==> config.mk <==
export PLATFORM = sky130hd
export DESIGN_NAME = equalizer_div_32s_16s_seq
export DESIGN_NICKNAME = d
export VERILOG_FILES = /design/src/rtl/equalizer_div_pkg.sv /design/src/rtl/equalizer_div_core.sv /design/src/rtl/equalizer_div_32s_16s_seq.sv
export SDC_FILE = /design/constraint.sdc
export NUM_CORES = 1
export LEC_CHECK = 0
export ABC_AREA = 1
export CORE_MARGIN = 2
export CORE_UTILIZATION = 40
export CTS_BUF_LIST = sky130_fd_sc_hd__clkbuf_8
export DETAILED_ROUTE_END_ITERATION = 6
export GPL_ROUTABILITY_DRIVEN = 0
export GPL_TIMING_DRIVEN = 1
export PLACE_DENSITY_LB_ADDON = 0.2
export SLEW_MARGIN = 20
export SYNTH_ARGS = -nofsm -noshare
export SYNTH_HDL_FRONTEND = slang
export SYNTH_HIERARCHICAL = 1
export SYNTH_SLANG_ARGS = --single-unit
==> constraint.sdc <==
create_clock -name clk -period 2 [get_ports clk]
set_input_delay 0.3 -clock clk [delete_from_list [all_inputs] [get_ports clk]]
set_output_delay 0.3 -clock clk [all_outputs]
set_load 0.1 [all_outputs]
==> src/rtl/equalizer_div_pkg.sv <==
// rtl/equalizer_div_pkg.sv - shared types and constants for the equalizer sequential divider
// Purpose: FSM state encoding, default operand widths, saturation constants and
// iteration counter width used by equalizer_div_core and equalizer_div_32s_16s_seq.
package equalizer_div_pkg;

    localparam int DIVIDEND_W = 32;
    localparam int DIVISOR_W  = 16;
    localparam int CNT_W      = 5;

    localparam logic [31:0] QMAX = 32'h7FFF_FFFF;
    localparam logic [31:0] QMIN = 32'h8000_0000;

    typedef enum logic [1:0] {
        IDLE = 2'd0,
        CALC = 2'd1,
        FIX  = 2'd2
    } state_t;

endpackage

==> src/rtl/equalizer_div_core.sv <==
// rtl/equalizer_div_core.sv - one unsigned restoring shift-subtract division step
// Purpose: combinational radix-2 iteration on the {partial remainder, dividend/quotient} pair.
// Ports:
//   rem_in   - partial remainder before the step (DIVISOR_W+1 bits)
//   dq_in    - dividend bits still to be consumed, quotient bits shifted in at the LSB
//   dv       - divisor magnitude
//   rem_out  - partial remainder after the step
//   dq_out   - dq_in shifted left with the new quotient bit in the LSB
import equalizer_div_pkg::*;

module equalizer_div_core #(
    parameter int DIVIDEND_W = equalizer_div_pkg::DIVIDEND_W,
    parameter int DIVISOR_W  = equalizer_div_pkg::DIVISOR_W
) (
    input  logic [DIVISOR_W:0]    rem_in,
    input  logic [DIVIDEND_W-1:0] dq_in,
    input  logic [DIVISOR_W-1:0]  dv,
    output logic [DIVISOR_W:0]    rem_out,
    output logic [DIVIDEND_W-1:0] dq_out
);

    logic [DIVISOR_W:0] shifted;
    logic [DIVISOR_W:0] diff;
    logic               ge;

    always_comb begin
        // The remainder is always below |divisor| <= 2^(DIVISOR_W-1) between steps,
        // so its top bit is zero and dropping it in the shift loses nothing.
        shifted = {rem_in[DIVISOR_W-1:0], dq_in[DIVIDEND_W-1]};
        diff    = shifted - {1'b0, dv};
        ge      = (shifted >= {1'b0, dv});
        rem_out = ge ? diff : shifted;
        dq_out  = {dq_in[DIVIDEND_W-2:0], ge};
    end

endmodule

==> src/rtl/equalizer_div_32s_16s_seq.sv <==
// rtl/equalizer_div_32s_16s_seq.sv - fixed-latency 32s/16s truncating sequential divider
// Purpose: iterative signed divider with start/done handshake, 33 enabled edges from
// acceptance to registered result, saturating on divide-by-zero and -2^31/-1.
// Ports:
//   clk, reset     - rising-edge clock, synchronous active-high reset
//   ce             - clock enable; all state and outputs hold while low
//   start          - operand strobe, taken when ready=1 and ce=1
//   dividend       - signed 32-bit dividend, captured on the accepting edge
//   divisor        - signed 16-bit divisor, captured on the accepting edge
//   ready          - high while idle
//   done           - result strobe, one enabled cycle
//   quotient       - signed quotient (truncated toward zero), held until the next result
//   remainder      - signed remainder with the dividend's sign
//   div_zero       - divisor was zero for the current result
//   overflow       - current result was -2^31 / -1
import equalizer_div_pkg::*;

module equalizer_div_32s_16s_seq #(
    parameter int DIVIDEND_W = equalizer_div_pkg::DIVIDEND_W,
    parameter int DIVISOR_W  = equalizer_div_pkg::DIVISOR_W
) (
    input  logic                         clk,
    input  logic                         reset,
    input  logic                         ce,
    input  logic                         start,
    input  logic signed [DIVIDEND_W-1:0] dividend,
    input  logic signed [DIVISOR_W-1:0]  divisor,
    output logic                         ready,
    output logic                         done,
    output logic signed [DIVIDEND_W-1:0] quotient,
    output logic signed [DIVISOR_W-1:0]  remainder,
    output logic                         div_zero,
    output logic                         overflow
);

    state_t                  state;
    logic [CNT_W-1:0]        cnt;
    logic [DIVISOR_W:0]      rem;
    logic [DIVIDEND_W-1:0]   dq;
    logic [DIVISOR_W-1:0]    abs_dv;
    logic                    neg_dd;
    logic                    neg_dv;

    logic [DIVISOR_W:0]      rem_nxt;
    logic [DIVIDEND_W-1:0]   dq_nxt;

    logic [DIVIDEND_W-1:0]   abs_dd_in;
    logic [DIVISOR_W-1:0]    abs_dv_in;
    logic                    dv_is_zero;
    logic                    is_ovf;
    logic [DIVIDEND_W-1:0]   q_fix;
    logic [DIVISOR_W-1:0]    r_fix;

    equalizer_div_core #(
        .DIVIDEND_W (DIVIDEND_W),
        .DIVISOR_W  (DIVISOR_W)
    ) u_core (
        .rem_in  (rem),
        .dq_in   (dq),
        .dv      (abs_dv),
        .rem_out (rem_nxt),
        .dq_out  (dq_nxt)
    );

    always_comb begin
        // Two's-complement negation maps the most negative value onto itself,
        // which is exactly its unsigned magnitude.
        abs_dd_in  = dividend[DIVIDEND_W-1] ? DIVIDEND_W'(-dividend) : DIVIDEND_W'(dividend);
        abs_dv_in  = divisor[DIVISOR_W-1]   ? DIVISOR_W'(-divisor)   : DIVISOR_W'(divisor);

        dv_is_zero = (abs_dv == '0);
        // At FIX, dq holds the quotient magnitude; magnitude 2^31 with |divisor|=1
        // only happens for |dividend| = 2^31, and both signs negative makes it +2^31.
        is_ovf     = neg_dd && neg_dv && (abs_dv == DIVISOR_W'(1)) && (dq == QMIN);

        q_fix = '0;
        r_fix = '0;
        if (dv_is_zero) begin
            q_fix = neg_dd ? QMIN : QMAX;
        end else if (is_ovf) begin
            q_fix = QMAX;
        end else begin
            q_fix = (neg_dd ^ neg_dv) ? -dq : dq;
            r_fix = neg_dd ? -rem[DIVISOR_W-1:0] : rem[DIVISOR_W-1:0];
        end
    end

    always_ff @(posedge clk) begin
        if (reset) begin
            state     <= IDLE;
            cnt       <= '0;
            rem       <= '0;
            dq        <= '0;
            abs_dv    <= '0;
            neg_dd    <= 1'b0;
            neg_dv    <= 1'b0;
            ready     <= 1'b1;
            done      <= 1'b0;
            quotient  <= '0;
            remainder <= '0;
            div_zero  <= 1'b0;
            overflow  <= 1'b0;
        end else if (ce) begin
            case (state)
                IDLE: begin
                    done <= 1'b0;
                    if (start) begin
                        neg_dd <= dividend[DIVIDEND_W-1];
                        neg_dv <= divisor[DIVISOR_W-1];
                        dq     <= abs_dd_in;
                        abs_dv <= abs_dv_in;
                        rem    <= '0;
                        cnt    <= CNT_W'(DIVIDEND_W - 1);
                        ready  <= 1'b0;
                        state  <= CALC;
                    end
                end
                CALC: begin
                    rem <= rem_nxt;
                    dq  <= dq_nxt;
                    cnt <= cnt - 1'b1;
                    if (cnt == '0) begin
                        state <= FIX;
                    end
                end
                FIX: begin
                    quotient  <= q_fix;
                    remainder <= r_fix;
                    div_zero  <= dv_is_zero;
                    overflow  <= is_ovf && !dv_is_zero;
                    done      <= 1'b1;
                    ready     <= 1'b1;
                    state     <= IDLE;
                end
                default: begin
                    state <= IDLE;
                    ready <= 1'b1;
                end
            endcase
        end
    end

endmodule

# == Yosys cells after proc, flatten, opt, wreduce, memory -nomap -nowiden ==
# Index checks and enable logic that the tools add are counted.
# totals
register_bits,125
latchBits,0
mem_bits_rw,0
rom_bits,0
in_bits,52
output_inout_bits,52
mem_count,0
# classes
addsub,6
mul,0
n_div,0
order_cmp,1
eq_ne,6
n_shift,0
muxes,22
bitwise,2
reduce_logical,16
# ops
op,n
32-bit 2-to-1 mux,6
16-bit 2-to-1 mux,6
32-bit negator,2
32-bit one-hot mux with 2 select lines,1
32-bit equality test (second input constant),1
16-bit negator,2
16-bit one-hot mux with 2 select lines,1
17-bit by 16-bit >= comparator with 1-bit output,1
16-bit by 1-bit equality test with 1-bit output (second input constant),1
16-bit logical NOT,1
16-bit subtractor,1
3-bit AND reduction,4
5-bit one-hot mux with 2 select lines,1
5-bit logical NOT,1
5-bit 2-to-1 mux,1
5-bit by 1-bit subtractor with 5-bit output (second input constant),1
1-bit logical AND,4
2-bit 2-to-1 mux,2
2-bit != test (second input constant),2
1-bit one-hot mux with 2 select lines,2
2-bit one-hot mux with 2 select lines,1
2-bit AND reduction,2
2-bit nonzero test,2
2-bit by 1-bit equality test with 1-bit output (second input constant),1
other kinds (6),6

# == Depth between registers and ports, before layout ==
# Gate-level depths: netlist of the first run.
# logic_depth
word_depth,5
mapped_depth,16
ltp_nobuf,15

# == Cells and area by module ==
# The synthesis of the first run kept the hierarchy.
# by_module_without_submodules
mod,n_inst,cells_each,area_per_inst_um2
equalizer_div_32s_16s_seq,1,1215,7514.7
equalizer_div_core,1,329,1699.1

# == Least setup slack after synthesis of the first run ==
# Ideal clock, no wire load.
# synth_timing
path_kind,register to register
start,register rem[10]
end,register dq[0]
setup_time_ns,0.137
arrival_ns,1.800
path_slack_ns,0.063
stages_incl_launch_ff,12
synth_period_minus_slack_ns,1.937
path_cell_list,dfxtp_1 > ha_1 > nand2_1 > inv_1 > nand2_1 > nand2_1 > a21oi_2 > nand3_4 > buf_6 > buf_4 > nand2_1 > a31oi_1
# synth_between
elab_chain_len,2
# synth_rtl
item,line_no,rtl
from (decl),equalizer_div_32s_16s_seq.sv:38,logic [DIVISOR_W:0] rem;
from (signal assigned),equalizer_div_32s_16s_seq.sv:119,rem <= rem_nxt;
17-bit by 16-bit >= comparator with 1-bit output,equalizer_div_core.sv:31,"ge = (shifted >= {1'b0, dv});"
net u_core.ge,equalizer_div_core.sv:24,logic ge;
32-bit one-hot mux with 2 select lines,equalizer_div_32s_16s_seq.sv:104,case (state)
to (signal assigned),equalizer_div_32s_16s_seq.sv:110,dq <= abs_dd_in;
to (signal assigned),equalizer_div_32s_16s_seq.sv:120,dq <= dq_nxt;
to (decl),equalizer_div_32s_16s_seq.sv:39,logic [DIVIDEND_W-1:0] dq;
# The timed path passes the listed nets, and every way through them passes these cells.
# A chain may end at the register's enable or synchronous reset.

# == Final worst setup path of the first run ==
# layout_timing
start,register abs_dv[3]
end,register rem[9]
# layout_between
elab_chain_len,3
# layout_rtl
item,line_no,rtl
from (decl),equalizer_div_32s_16s_seq.sv:40,logic [DIVISOR_W-1:0] abs_dv;
from (signal assigned),equalizer_div_32s_16s_seq.sv:111,abs_dv <= abs_dv_in;
16-bit subtractor / 17-bit by 16-bit >= comparator with 1-bit output (equally long branches),"equalizer_div_core.sv:30, equalizer_div_core.sv:31",
16-bit 2-to-1 mux *,equalizer_div_core.sv:32,rem_out = ge ? diff : shifted;
net rem_nxt[9],equalizer_div_32s_16s_seq.sv:44,logic [DIVISOR_W:0] rem_nxt;
16-bit one-hot mux with 2 select lines *,equalizer_div_32s_16s_seq.sv:104,
# Mark *: on every way through the listed nets, which the timed path passes. The rest lies on a longest branch.

==> results of run 1 <==
per-stage QoR:
step	setup TNS (ps)	worst slack, ps	std cells	cell area (sq um)
finish	0	40.4	2012	12000
global route	-947	-84.8	2012	12000
CTS	0	4.00	1998	11400
detailed placement	-859	-125	1967	11100
global placement	-426	-129	1967	11100
floorplan	0	65.4	1526	9120
power breakdown:
group | switching, uW | total [uW] | leakage [uW] | internal, uW
Sequential | 85.0 | 2680 | 0.00102 | 2600
Combinational | 1550 | 2630 | 0.00449 | 1080
Clock | 979 | 2150 | 0.000209 | 1170
Total | 2620 | 7460 | 0.00572 | 4850
final cells by class:
type / count / area, sq um / area share
clock inverters: 11 / 103 / 0.00856
multi-input cells: 1137 / 5820 / 0.486
inverters: 174 / 656 / 0.0547
flip-flops and latches: 125 / 2520 / 0.211
repair buffers: 260 / 2240 / 0.187
clock buffers: 20 / 275 / 0.0230
well taps: 285 / 357 / 0.0298
layer usage:
layer  vias to the layer above  part of all wire  track usage
met2                       339              0.40        0.320
li1                       5279                 -            -
met4                         0             0.014       0.0551
met1                      4479              0.52        0.350
met3                        31             0.066       0.0326
met5                         -                 0            0
state kept, by name (all words and copies together), names as in the netlist:
name and flops:
neg_dd 1, div_zero 1, cnt 5, quotient 32, neg_dv 1, dq 32
remainder 16, overflow 1, state 2, rem 16, ready 1, abs_dv 16
done 1
what timing repair did:
action / CTS / global route
hold endpoints to repair: 0 / 0
gates cloned: 0 / 4
gates resized for setup: 1 / 96
pin swaps: 0 / 22
endpoints found under the setup margin: 3 / 59
buffers inserted: 0 / 10
hold buffers: 0 / 0
worst paths after layout:
check	from	to	slack (ps)	depth (start not counted)
setup / recovery	abs_dv[3]$_SDFFE_PP0P_	rem[9]$_SDFFE_PP0P_	40	14
hold / removal	reset	rem[7]$_SDFFE_PP0P_	240	2
setup reg to reg	abs_dv[3]$_SDFFE_PP0P_	rem[9]$_SDFFE_PP0P_	40	14
hold reg to reg	remainder[0]$_SDFFE_PP0P_	remainder[0]$_SDFFE_PP0P_	460	2
==> flow_summary.toml, run 1 <==
[global_routing]
overflow = 0
grt_pass1_wl_um = 44200
antenna_found_initial = 0
first_global_vias = 8871
grtUsageTotal = 0.224
grt_max_degree = 60

[layout]
area_delta_synth_final_pct = 31.4
fillers = 2243
diodes = 0
final_util = 0.532
layout_common_cells = "427 x nand2_1, 192 x buf_4, 166 x inv_1"
fin_nets = 1790
drive_above_1_share = 0.195
final_common_cell = "nand2_1"

[setup_path]
arrival_ps = 2330
path_max_fanout = 7
cpMostUsedCell = "nand2_1"
start_kind = "flop"
path_cells = "inv_1 > ha_4 > nand2_2 > inv_1 > nand2_1 > nand2_1 > nand2_1 > nand3_2 > nand2_4 > clkbuf_16 > nand4_1 > nand2_1 > nand2_1 > a21oi_1"
cp_top_family = "simple AND/OR/NAND/NOR gates"
cp.required_ps = 2370
critPathSlowestCell = "dfxtp_2"
worstSetupPathType = "reg2reg"
path_buf_inv = 3
cp-end-kind = "flop"
max_stage_delay_ps = 330

[routing]
vias_per_cell = 5.03
drt_wl_total_um = 28000
drtIter0Drc = 820
ant_nets = 0
wl_per_cell_um = 13.9
firstDrtPassIters = 5
num_vias = 10100
drc = 0

[floorplanning]
rows = 55
start_util = 0.405
fp.dieW_um = 155
fp.coreArea_sq_um = 22500
dieArea_sq_um = 24000
dieHeight_um = 155
num_io_pins = 104

[sta]
setup_viol = 0
whs_ps = 236
skew_ps = 10.4
max_slew_margin = 0.655
post-route-period-util = 0.980
drv_slew = 0
fmax_mhz = 510
rsz0062_at_grt = "true"
hold_viol_final = 0
worstMarginPinSlew_ps = 512
fin_crit_ps = 1960

[synthesis]
netlist_instances = 1526
syn_nets = 1601
syn_avg_cell_area_sq_um = 5.98
synth_area_sq_um = 9120
yosysWarnings = 6

[pwr]
finalPower_uw = 7460
power_leakage_uw = 0.00572
p_per_area_nw_per_um2 = 623
vdd_drop_max_mv = 0.330

[clocking]
cts.sinks = 125
numCtsBuffers = 17
clk_pin_slew_ps = 70
cts_tree = "yes"
clock_path_buffers = 2
clock_latency_ps = 440
cts_root_buf = "clkbuf_8"
htree_levels = 4

[run_status]
status = "finished, final reports clean"

[run]
maxCapViolCount = 0

[placed_design]
post-dp-hpwl_um = 21100
port_buffers = 103

[worst_hold_path]
hold_class = "in2reg"
Power figures use the tool's default switching activity.
==> inputs of run 2 (changes only) <==
CTS_BUF_LIST = unset   (was sky130_fd_sc_hd__clkbuf_8)
==> run 2 against run 1 <==
Setup slack improved by 31 ps. Hold slack improved by 25 ps. Wire length barely moved. Largest cell class unchanged.
==> flow_summary.toml, run 2 (synthesis gave the netlist of run 1 again) <==
[sta]
max_slew_margin = 0.656
fin_tns_setup_ps = 0
setup_viol = 0
whs_ps = 261
fin_crit_ps = 1930
post-route-period-util = 0.964
drv_slew = 0
worstMarginPinSlew_ps = 511
fmax_mhz = 518
skew_ps = 7.61
hold_viol_final = 0

[layout]
finalNonFillerCells = 2008
fin_nets = 1786
diodes = 0
drive_above_1_share = 0.194
reg.largest.list = "dq (32), quotient (32)"
layout_common_cells = "427 x nand2_1, 188 x buf_4, 162 x a21oi_1"
final_common_cell = "nand2_1"
area_delta_synth_final_pct = 33.2

[global_routing]
first_global_vias = 8909
grt_max_degree = 60
antenna_found_initial = 0
grt_pass1_wl_um = 44600
grtUsageTotal = 0.227
overflow = 0

[pwr]
vdd_drop_max_mv = 0.454
p_per_area_nw_per_um2 = 683
power_leakage_uw = 0.00578

[placed_design]
post-dp-hpwl_um = 21100
placed_cells = 1967
port_buffers = 103

[routing]
firstDrtPassIters = 6
drc = 0
num_vias = 10100
drtIter0Drc = 790
ant_nets = 0
wl_per_cell_um = 13.9
drt_wl_total_um = 28000
vias_per_cell = 5.02

[floorplanning]
fp.coreArea_sq_um = 22500
rows = 55
start_util = 0.405
fp.dieW_um = 155
dieHeight_um = 155
dieArea_sq_um = 24000
num_io_pins = 104

[clocking]
cts.sinks = 125
cts_root_buf = "clkbuf_16"
clk_pin_slew_ps = 60
htree_levels = 4
clock_path_buffers = 2
clock_latency_ps = 420
cts_hold_buf = 0
numCtsBuffers = 17
cts_tree = "yes"

[setup_path]
path_max_fanout = 7
worstSetupPathType = "reg2reg"
cp.required_ps = 2360
start_kind = "flop"
cp-end-kind = "flop"
arrival_ps = 2280

[run_status]
status = "finished, final reports clean"

[worst_hold_path]
hold_class = "in2reg"

[run]
maxCapViolCount = 0
run 2: cell types whose count changed in the layout (fill, tap and decap cells not counted), moves of 4 or more:
cell       delta
clkbuf_8     -17
clkbuf_16    +17
inv_1         -5
clkbuf_1      +4
buf_4         -4
run 2: critical path, stage by stage, from the launching register on:
cell and delay (ps):
dfxtp_1 410, ha_4 250, nand2_2 100, inv_1 50, nand2_1 80, nand2_1 60, nand2_1 90, nand3_2 110
nand2_4 180, clkbuf_16 170, nand4_1 70, nand2_1 80, nand2_1 60, a21oi_2 150
run 2: worst paths after layout:
check                             from  slack (ps)                   endpoint  cells past startpoint
max                rem[2]$_SDFFE_PP0P_          70        rem[4]$_SDFFE_PP0P_                     13
min                              reset         260        rem[3]$_SDFFE_PP0P_                      2
max reg2reg        rem[2]$_SDFFE_PP0P_          70        rem[4]$_SDFFE_PP0P_                     13
min reg2reg  remainder[0]$_SDFFE_PP0P_         460  remainder[0]$_SDFFE_PP0P_                      2
run 2: final cells by class:
type	instances	area, sq um
Fill cell	2228	10400
Multi-Input combinational cell	1137	5830
Sequential cell	125	2520
Timing Repair Buffer	256	2210
Inverter	174	656
Clock buffer	24	482
Tap cell	285	357
Clock inverter	7	87.6
run 2: per-stage QoR:
step	power, uW	area (sq um)	setup WS (ps)	util
global placement	5020	11100	-129	0.492
global route	8730	12100	-96.3	0.540
CTS	8080	11700	23.3	0.519
detailed placement	5040	11100	-125	0.492
finish	8300	12100	71.3	0.540
floorplan	4270	9120	65.4	-
run 2: where the power goes:
group	internal [uW]	total, uW	leakage, uW	switching (uW)
logic	1070	2610	0.00447	1540
registers	2600	2690	0.00102	86.3
clock network	1920	3000	0.000280	1090
run 2: per-layer routing:
metal	wire (um)	GRT usage	share of wire	up-vias
met3	1660	0.0301	0.059	24
met4	313	0.0569	0.011	0
li1	-	-	-	5267
met5	0	0	0	-
met1	14700	0.355	0.53	4470
met2	11300	0.323	0.40	316
run 2: repair_timing:
action / CTS / global route
buffers inserted: 1 / 5
setup endpoints to repair: 9 / 57
cloned: 1 / 3
gates resized for setup: 4 / 92
pin swaps: 0 / 22
